`config.mk`:
```
export PLATFORM = sky130hd
export DESIGN_NAME = regfile_dump_reader
export DESIGN_NICKNAME = d
export VERILOG_FILES = /design/src/rtl/regfile_dump_reader.sv
export SDC_FILE = /design/constraint.sdc
export NUM_CORES = 1
export LEC_CHECK = 0
export ABC_AREA = 1
export BUFFER_PORTS_ARGS = -buffer_cell sky130_fd_sc_hd__buf_2
export CAP_MARGIN = 20
export CORE_MARGIN = 3
export CORE_UTILIZATION = 43
export CTS_BUF_LIST = sky130_fd_sc_hd__clkbuf_2 sky130_fd_sc_hd__clkbuf_4 sky130_fd_sc_hd__clkbuf_8
export DETAILED_ROUTE_END_ITERATION = 7
export GPL_TIMING_DRIVEN = 0
export PLACE_DENSITY = 0.8
export SYNTH_ARGS = -nofsm -noshare
export SYNTH_HDL_FRONTEND = slang
export SYNTH_SLANG_ARGS = --single-unit
```
`constraint.sdc`:
```
create_clock -name clk -period 2.7 [get_ports clk]
set_clock_uncertainty 0.15 [all_clocks]
set_input_delay 0.405 -clock clk [delete_from_list [all_inputs] [get_ports clk]]
set_output_delay 0.405 -clock clk [all_outputs]
set_load 0.1 [all_outputs]
```
`src/rtl/regfile_dump_reader.sv`:
```
`default_nettype none
// ============================================================================
//  Module   : regfile_dump_reader
//  Purpose  : Debug/trace read-out engine. On a start request it walks a
//             contiguous range of architectural registers through one
//             combinational regfile read port. Each value is streamed out,
//             tagged with its register index, over a valid/ready interface.
//  Ports    : clk, rst (async, active-low)
//             start, first_reg, last_reg     - dump request and range
//             rd_addr / rd_data              - regfile read port
//             out_valid/out_ready/out_data/out_index - output stream
//             busy                           - any state other than IDLE
//             done                           - one-cycle completion pulse
//  Revision : 1.0 - initial release
// ============================================================================
module regfile_dump_reader #(
    parameter int N = 32
) (
    input  logic         clk,
    input  logic         rst,
    input  logic         start,
    input  logic [4:0]   first_reg,
    input  logic [4:0]   last_reg,
    output logic [4:0]   rd_addr,
    input  logic [N-1:0] rd_data,
    output logic         out_valid,
    input  logic         out_ready,
    output logic [N-1:0] out_data,
    output logic [4:0]   out_index,
    output logic         busy,
    output logic         done
);

    typedef enum logic [1:0] {
        S_IDLE  = 2'd0,
        S_RUN   = 2'd1,
        S_DRAIN = 2'd2
    } state_t;

    state_t         r_state;
    state_t         w_state_nxt;
    logic [4:0]     r_ptr;
    logic [4:0]     w_ptr_nxt;
    logic [4:0]     r_end;
    logic [4:0]     w_end_nxt;
    logic           r_out_valid;
    logic           w_out_valid_nxt;
    logic [N-1:0]   r_out_data;
    logic [N-1:0]   w_out_data_nxt;
    logic [4:0]     r_out_index;
    logic [4:0]     w_out_index_nxt;
    logic           r_done;
    logic           w_done_nxt;
    logic           w_slot_free;

    // The single output register can take a new beat when it is empty or
    // when its current beat leaves this cycle; this gives full throughput
    // without a skid buffer.
    assign w_slot_free = ~r_out_valid | out_ready;

    always_comb begin
        w_state_nxt     = r_state;
        w_ptr_nxt       = r_ptr;
        w_end_nxt       = r_end;
        w_out_data_nxt  = r_out_data;
        w_out_index_nxt = r_out_index;
        w_done_nxt      = 1'b0;
        // An accepted beat empties the register unless refilled below.
        w_out_valid_nxt = r_out_valid & ~out_ready;

        unique case (r_state)
            S_IDLE: begin
                if (start) begin
                    w_ptr_nxt   = first_reg;
                    w_end_nxt   = last_reg;
                    // An inverted range produces no beats, only a done pulse.
                    w_state_nxt = (first_reg > last_reg) ? S_DRAIN : S_RUN;
                end
            end
            S_RUN: begin
                if (w_slot_free) begin
                    w_out_valid_nxt = 1'b1;
                    w_out_data_nxt  = rd_data;
                    w_out_index_nxt = r_ptr;
                    // Exiting at ptr == end keeps the 5-bit pointer from wrapping.
                    if (r_ptr == r_end) begin
                        w_state_nxt = S_DRAIN;
                    end else begin
                        w_ptr_nxt = r_ptr + 5'd1;
                    end
                end
            end
            S_DRAIN: begin
                if (w_slot_free) begin
                    w_done_nxt  = 1'b1;
                    w_state_nxt = S_IDLE;
                end
            end
            default: begin
                w_state_nxt = S_IDLE;
            end
        endcase
    end

    always_ff @(posedge clk or negedge rst) begin
        if (!rst) begin
            r_state     <= S_IDLE;
            r_ptr       <= 5'd0;
            r_end       <= 5'd0;
            r_out_valid <= 1'b0;
            r_out_data  <= '0;
            r_out_index <= 5'd0;
            r_done      <= 1'b0;
        end else begin
            r_state     <= w_state_nxt;
            r_ptr       <= w_ptr_nxt;
            r_end       <= w_end_nxt;
            r_out_valid <= w_out_valid_nxt;
            r_out_data  <= w_out_data_nxt;
            r_out_index <= w_out_index_nxt;
            r_done      <= w_done_nxt;
        end
    end

    assign rd_addr   = r_ptr;
    assign out_valid = r_out_valid;
    assign out_data  = r_out_data;
    assign out_index = r_out_index;
    assign busy      = (r_state != S_IDLE);
    assign done      = r_done;

endmodule
`default_nettype wire

```
* Yosys cells after proc, flatten, opt, wreduce, memory -nomap -nowiden
Cells that the tools add are included.
Cells by class: mux-type cells 14, bitwise operators 4, reduce and logical (&&, ||, !) cells 7, order comparisons 1, eq/ne operators 8, add/sub/neg operators 1
Operators by type and width (number):
- $mux W5 | 3
- $mux W2 | 5
- $ne A2 B2 Y1 const B | 5
- $pmux W5 S2 | 1
- $reduce_and A4 Y1 | 2
- $pmux W2 S3 | 1
- $add A5 B1 Y5 const B | 1
- $eq A5 B5 Y1 | 1
- $gt A5 B5 Y1 | 1
- $mux W1 | 4
- $reduce_and A2 Y1 | 2
- $reduce_bool A2 Y1 | 2
- $eq A2 B1 Y1 const B | 1
- $eq A2 B2 Y1 const B | 1
- $logic_not A2 Y1 | 1
- $not A1 Y1 | 2
- $and A1 B1 Y1 | 1
- $or A1 B1 Y1 | 1
Storage, ports and cells: output and inout bits 45, logic and storage cells 42, input bits 46, bits in registers 51

* Depth between registers and ports, before layout
Gate-level depths: netlist of the first run.
word-level depth 4, depth in mapped cells 10, depth with buffers taken out 10

* Least setup slack after synthesis of the first run
No wires, ideal clock.
path kind register to register, start register r_ptr[0], in the netlist rd_addr[0], end register r_ptr[3], in the netlist rd_addr[3], path slack 625 ps, path buffers 0, data arrival time 1858 ps, required time 2483 ps, period minus slack after synthesis 2075 ps, cell stages (with the launch flop) 9, library setup time 67 ps, cells stage by stage dfrtp_1 inv_1 nand2_1 nand2_1 nor2_1 nand4_1 nand2_2 nand2_1 nand2_1
On the way: cells in the longest elaborated chain, start to end 4, elaborated cells on any way between the ends 7
RTL lines:
- from (decl) | RTL line 42 | logic [4:0] r_ptr;
- from (signal assigned) | RTL line 116 | r_ptr <= w_ptr_nxt;
- $add A5 B1 Y5 | RTL line 89 | w_ptr_nxt = r_ptr + 5'd1;
- $mux W5 | RTL line 86 | if (r_ptr == r_end) begin
- $mux W5 | RTL line 81 | if (w_slot_free) begin
- $pmux W5 S2 | RTL line 71 | unique case (r_state)
Parallel ways exist; a longest one is shown, timed or not. The select of a mux whose other input is x is not followed. A chain may end at the register's enable or synchronous reset.

* Final worst setup path of the first run
start register r_state[1], end output busy
On the way: cells in the longest elaborated chain, start to end 1
RTL lines:
- from (decl) | RTL line 40 | state_t r_state;
- from (signal assigned) | RTL line 115 | r_state <= w_state_nxt;
- $reduce_bool A2 Y1 | RTL line 129 | assign busy = (r_state != S_IDLE);
- to (decl) | RTL line 30 | output logic busy,
No other way between the ends.

==> results of run 1 <==
flip-flops by register name, indices dropped and copies added, names as in the netlist:
| name | cells |
|---|---|
| done | 1 |
| out_data | 32 |
| out_index | 5 |
| out_valid | 1 |
| r_end | 5 |
| r_state | 2 |
| rd_addr | 5 |
metal layers:
layer / GRT usage [%] / routed length [um] / up-vias
met1: 21.5 / 2430 / 831
met5: 0 / 0 / -
met2: 27.8 / 2330 / 85
met3: 3.77 / 434 / 5
li1: - / - / 911
met4: 5.24 / 62 / 0
cell usage after synthesis, drive strengths merged:
| master | instances | area (sq um) |
|---|---|---|
| nand2 | 59 | 236 |
| dfrtp | 51 | 1280 |
| mux2 | 33 | 484 |
| inv | 24 | 90.1 |
| o21ai | 16 | 80.1 |
| nand3 | 13 | 65.1 |
| ha | 6 | 75.1 |
| nor2 | 5 | 37.5 |
| a21oi | 3 | 15.0 |
| buf | 3 | 33.8 |
| clkbuf | 1 | 3.75 |
| nand4 | 1 | 6.26 |
| nor3 | 1 | 5.00 |
| o211ai | 1 | 7.51 |
| xor2 | 1 | 8.76 |
worst max-delay path, cell delays in order, from the launching register on:
cell and delay [ns]:
dfrtp_1 0.49, nor2_1 0.12, inv_1 0.11, buf_2 0.43
layout make-up:
class                   count  area, sq um  area share [%]
flip-flops and latches     51         1280            41.1
well taps                  70         87.6            2.82
plain buffers               4         37.5            1.21
multi-input cells         139         1020            32.9
repair buffers             92          480            15.5
inverters                  24         90.1            2.90
clock inverters             3         46.3            1.49
clock buffers               5         68.8            2.21
how the worst min path moves through the flow:
| stage | slack, ns | from | cells past startpoint | endpoint |
|---|---|---|---|---|
| floorplan | -0.04 | rst | 0 | done |
| global placement | 0.31 | out_index[3] | 2 | out_index[3] |
| detailed placement | 0.32 | out_index[4] | 2 | out_index[4] |
| CTS | 0.16 | rd_data[6] | 2 | out_data[6] |
| global route | 0.15 | rd_data[12] | 2 | out_data[12] |
| finish | 0.17 | rd_data[1] | 2 | out_data[1] |
metrics by stage:
step	cells	cell area, sq um	setup WS, ns	hold WS (ns)	utilization [%]
2_1_floorplan	218	2420	0.625	-0.0406	-
3_3_place_gp	378	2960	1.05	0.315	56.2
3_5_place_dp	378	2960	1.03	0.320	56.2
4_1_cts	386	3080	0.674	0.164	58.4
5_1_grt	388	3110	0.606	0.153	59.0
6_report	388	3110	0.685	0.173	59.0
cells by family (layout without fill, tap and decap cells):
| group | Yosys count | after routing | synth area share (%) |
|---|---|---|---|
| AO/OA/AOI/OAI | 20 | 20 | 4.23 |
| XOR/XNOR | 1 | 1 | 0.361 |
| adder cells (fa/ha/maj) | 6 | 6 | 3.10 |
| buffers and inverters | 28 | 128 | 5.26 |
| flip-flops | 51 | 51 | 52.6 |
| multiplexers | 33 | 33 | 20.0 |
| AND/OR/NAND/NOR | 79 | 79 | 14.4 |
==> results.toml, run 1 <==
[setup_path]
timing.rr.end = "rd_addr[2]"
crit_required_ns = 2.14
path_max_fanout = 4
cp-startpoint = "r_state[1]"
crit_end = "busy"
end_kind = "output port"
crit_path_start_kind = "flop"
r2r_cells = 8
worst-setup-path-type = "reg -> out"
critPathArrivalTime_ns = 1.46
r2r-start = "rd_addr[3]"
reg2reg_slack_ns = 1.12

[run_status]
status = "completed"

[timing]
worst_pin_slew_ns = 0.503
timing.max_slew.rel_slack_pct = 66.7
clock.fmax_mhz = 496
period_share_pct = 74.6
rsz0062_at_grt = "no"
setup-tns-final_ns = 0
finalHoldViolations = 0
setup_violations = 0
layout_min_cycle_time_ns = 2.02
slew_violations = 0

[detailed_routing]
antenna_left = 0
wl_um = 5260
vias = 1832
drc = 0
first_pass_iters = 5
via_per_inst = 4.72
wl_per_cell_um = 13.5
drtIter0Drc = 76

[clock_tree]
clk_pin_slew_ns = 0.10
cts_tree = "built"
cts_resized = 0
cts_root_buffer = "clkbuf_8"
cts_hold_buf = 0
postCtsSetupBuffers = 0
clockBufferDepth = 2
insertion_delay_ns = 0.30
clock_sinks = 51
htree_num_levels = 2
cts_buffers = 5

[synth]
synth_nets = 270
ys.warnings.count = 0
syn_area_per_cell_sq_um = 11.1
synth_area_sq_um = 2420
synth_cell_types = 21
synth_seq_area_share_pct = 52.6
synthCells = 218
synth-seq-cells = 51

[floorplan]
io_pins = 91
die_w_um = 81.1
die-area_sq_um = 6580
rows = 26
fp.coreArea_sq_um = 5270
fp.dieH_um = 81.1
initial_utilization_pct = 46.0

[hold_path]
holdCritPathClass = "in -> reg"

[place]
gp_congestion = 0.823
dp_hpwl_um = 4000
numPortBuffers = 90

[layout]
layout-drive-gt1-share_pct = 44.7
antennaDiodeCount = 0
final.fill_count = 475
final_common_cell = "buf_2"
nets = 369
area_delta_synth_final_pct = 28.2
final_cell_mix = "buf_2 (90), nand2_1 (55), dfrtp_1 (51)"

[global_routing]
antenna_found_initial = 0
grt_max_degree = 52
grt-ovfl-total = 0
grt_usage_pct = 16.7
grt_pass1_vias = 1748
grt_pass1_wl_um = 8450

[job]
maxCapViolCount = 0
Power of run 1 is left out: the tool's default activity adds up to more than one toggle a clock period on the data nets, which glitch-free logic cannot reach.
==> run 2: changes to the inputs <==
--- a/config.mk
+++ b/config.mk
@@ -13,7 +13,7 @@
 export CTS_BUF_LIST = sky130_fd_sc_hd__clkbuf_2 sky130_fd_sc_hd__clkbuf_4 sky130_fd_sc_hd__clkbuf_8
 export DETAILED_ROUTE_END_ITERATION = 7
 export GPL_TIMING_DRIVEN = 0
-export PLACE_DENSITY = 0.8
+export PLACE_DENSITY = 0.83
 export SYNTH_ARGS = -nofsm -noshare
 export SYNTH_HDL_FRONTEND = slang
 export SYNTH_SLANG_ARGS = --single-unit
==> constraint.sdc (replaced) <==
create_clock -name clk -period 1.7 [get_ports clk]
set_clock_uncertainty 0.15 [all_clocks]
set_input_delay 0.255 -clock clk [delete_from_list [all_inputs] [get_ports clk]]
set_output_delay 0.255 -clock clk [all_outputs]
set_load 0.1 [all_outputs]
==> results.toml, run 2 (synthesized netlist as in run 1, its figures left out) <==
[detailed_routing]
wl_um = 5200
dr.max_layer_used = "met4"
antenna_left = 0
wl_met1_um = 2320
via_per_inst = 4.70
vias = 1833
wl_per_cell_um = 13.3
drc = 0
first_pass_iters = 4
drtIter0Drc = 59
route.met2.wl_um = 2310
dr_wl_met3_um = 511

[global_routing]
grt_max_degree = 52
grt_pass1_wl_um = 7890
antenna_found_initial = 0
grt_usage_pct = 15.6
grt-ovfl-total = 0
grt_pass1_vias = 1742

[setup_path]
worst-setup-path-type = "reg -> out"
path_max_fanout = 4
end_kind = "output port"
crit_required_ns = 1.29
crit_path_start_kind = "flop"
critPathArrivalTime_ns = 1.24

[clock_tree]
cts_tree = "built"
clock_sinks = 51
htree_num_levels = 2
clk_pin_slew_ns = 0.09
clockBufferDepth = 2
cts_buffers = 5
insertion_delay_ns = 0.30
cts_root_buffer = "clkbuf_8"

[hold_path]
holdCritPathClass = "in -> reg"

[layout]
layout-drive-gt1-share_pct = 48.1
largest_reg_flops = 32
antennaDiodeCount = 0
multi_input_area_sq_um = 1040
final_cell_mix = "buf_2 (89), nand2_1 (55), dfrtp_1 (43)"
area_delta_synth_final_pct = 30.6
nets = 371
final.fill_count = 467
final_common_cell = "buf_2"
seq_area_sq_um = 1290

[timing]
period_share_pct = 97.0
timing.max_slew.rel_slack_pct = 65.9
slew_violations = 0
setup_violations = 0
finalHoldViolations = 0
layout_min_cycle_time_ns = 1.65
holdWs_ns = 0.0263
clock.fmax_mhz = 607
worst_pin_slew_ns = 0.515

[place]
numPortBuffers = 90
dp_hpwl_um = 3810
gp_congestion = 0.854

[floorplan]
die-area_sq_um = 6580
fp.dieH_um = 81.1
io_pins = 91
rows = 26
initial_utilization_pct = 46.0
fp.coreArea_sq_um = 5270
die_w_um = 81.1

[run_status]
status = "completed"

[job]
maxCapViolCount = 0
-- run 2: area by class of cell --
cell class	count	share of cell area, %
timing repair buffer	94	16.4
clock inverter	2	0.514
buffer	4	1.19
clock buffer	6	2.61
tap	70	2.77
multi-input combinational	139	32.8
sequential	51	40.9
inverter	24	2.96
-- run 2: per-stage QoR --
step	setup TNS [ns]	util (%)	setup WS, ns	instance area [sq um]	std cells
final	0	60.1	0.0513	3170	390
after global routing	-0.0121	60.1	-0.00939	3170	390
after CTS	0	58.8	0.0291	3100	386
after detailed placement	0	56.7	0.106	2990	378
after global placement	0	56.7	0.122	2990	378
after floorplan	-1.85	-	-0.0811	2450	218
-- run 2: final timing paths --
check / start / to / slack (ns) / depth (start not counted)
min reg2reg: out_index[3] / out_index[3] / 0.33 / 2
max reg2reg: r_state[1] / out_data[2] / 0.05 / 5
max: r_state[1] / busy / 0.05 / 3
min in group asynchronous: rst / out_data[14] / 0.19 / 2
min: rd_data[27] / out_data[27] / 0.03 / 2
max in group asynchronous: rst / rd_addr[3] / 0.69 / 3
-- run 2: what timing repair did --
| action | in CTS | in global routing |
|---|---|---|
| hold endpoints to repair | 0 | 41 |
| resized for setup | 3 | 2 |
| hold buffers | 0 | 1 |
| setup buffers | 0 | 2 |
| pin swaps | 0 | 1 |
| endpoints found under the setup margin | 1 | 1 |
-- run 2: critical path, stage by stage, from the launching register on --
cell	delay, ns
dfrtp_2	0.46
nor2_4	0.17
clkinvlp_4	0.12
buf_8	0.18
-- run 2: routing by layer --
| layer | up-vias | global-route usage (%) |
|---|---|---|
| met5 | - | 0 |
| met4 | 0 | 5.41 |
| met3 | 7 | 4.88 |
| met2 | 83 | 25.1 |
| met1 | 828 | 19.8 |
| li1 | 915 | - |
Power of run 2 is left out for the same reason.
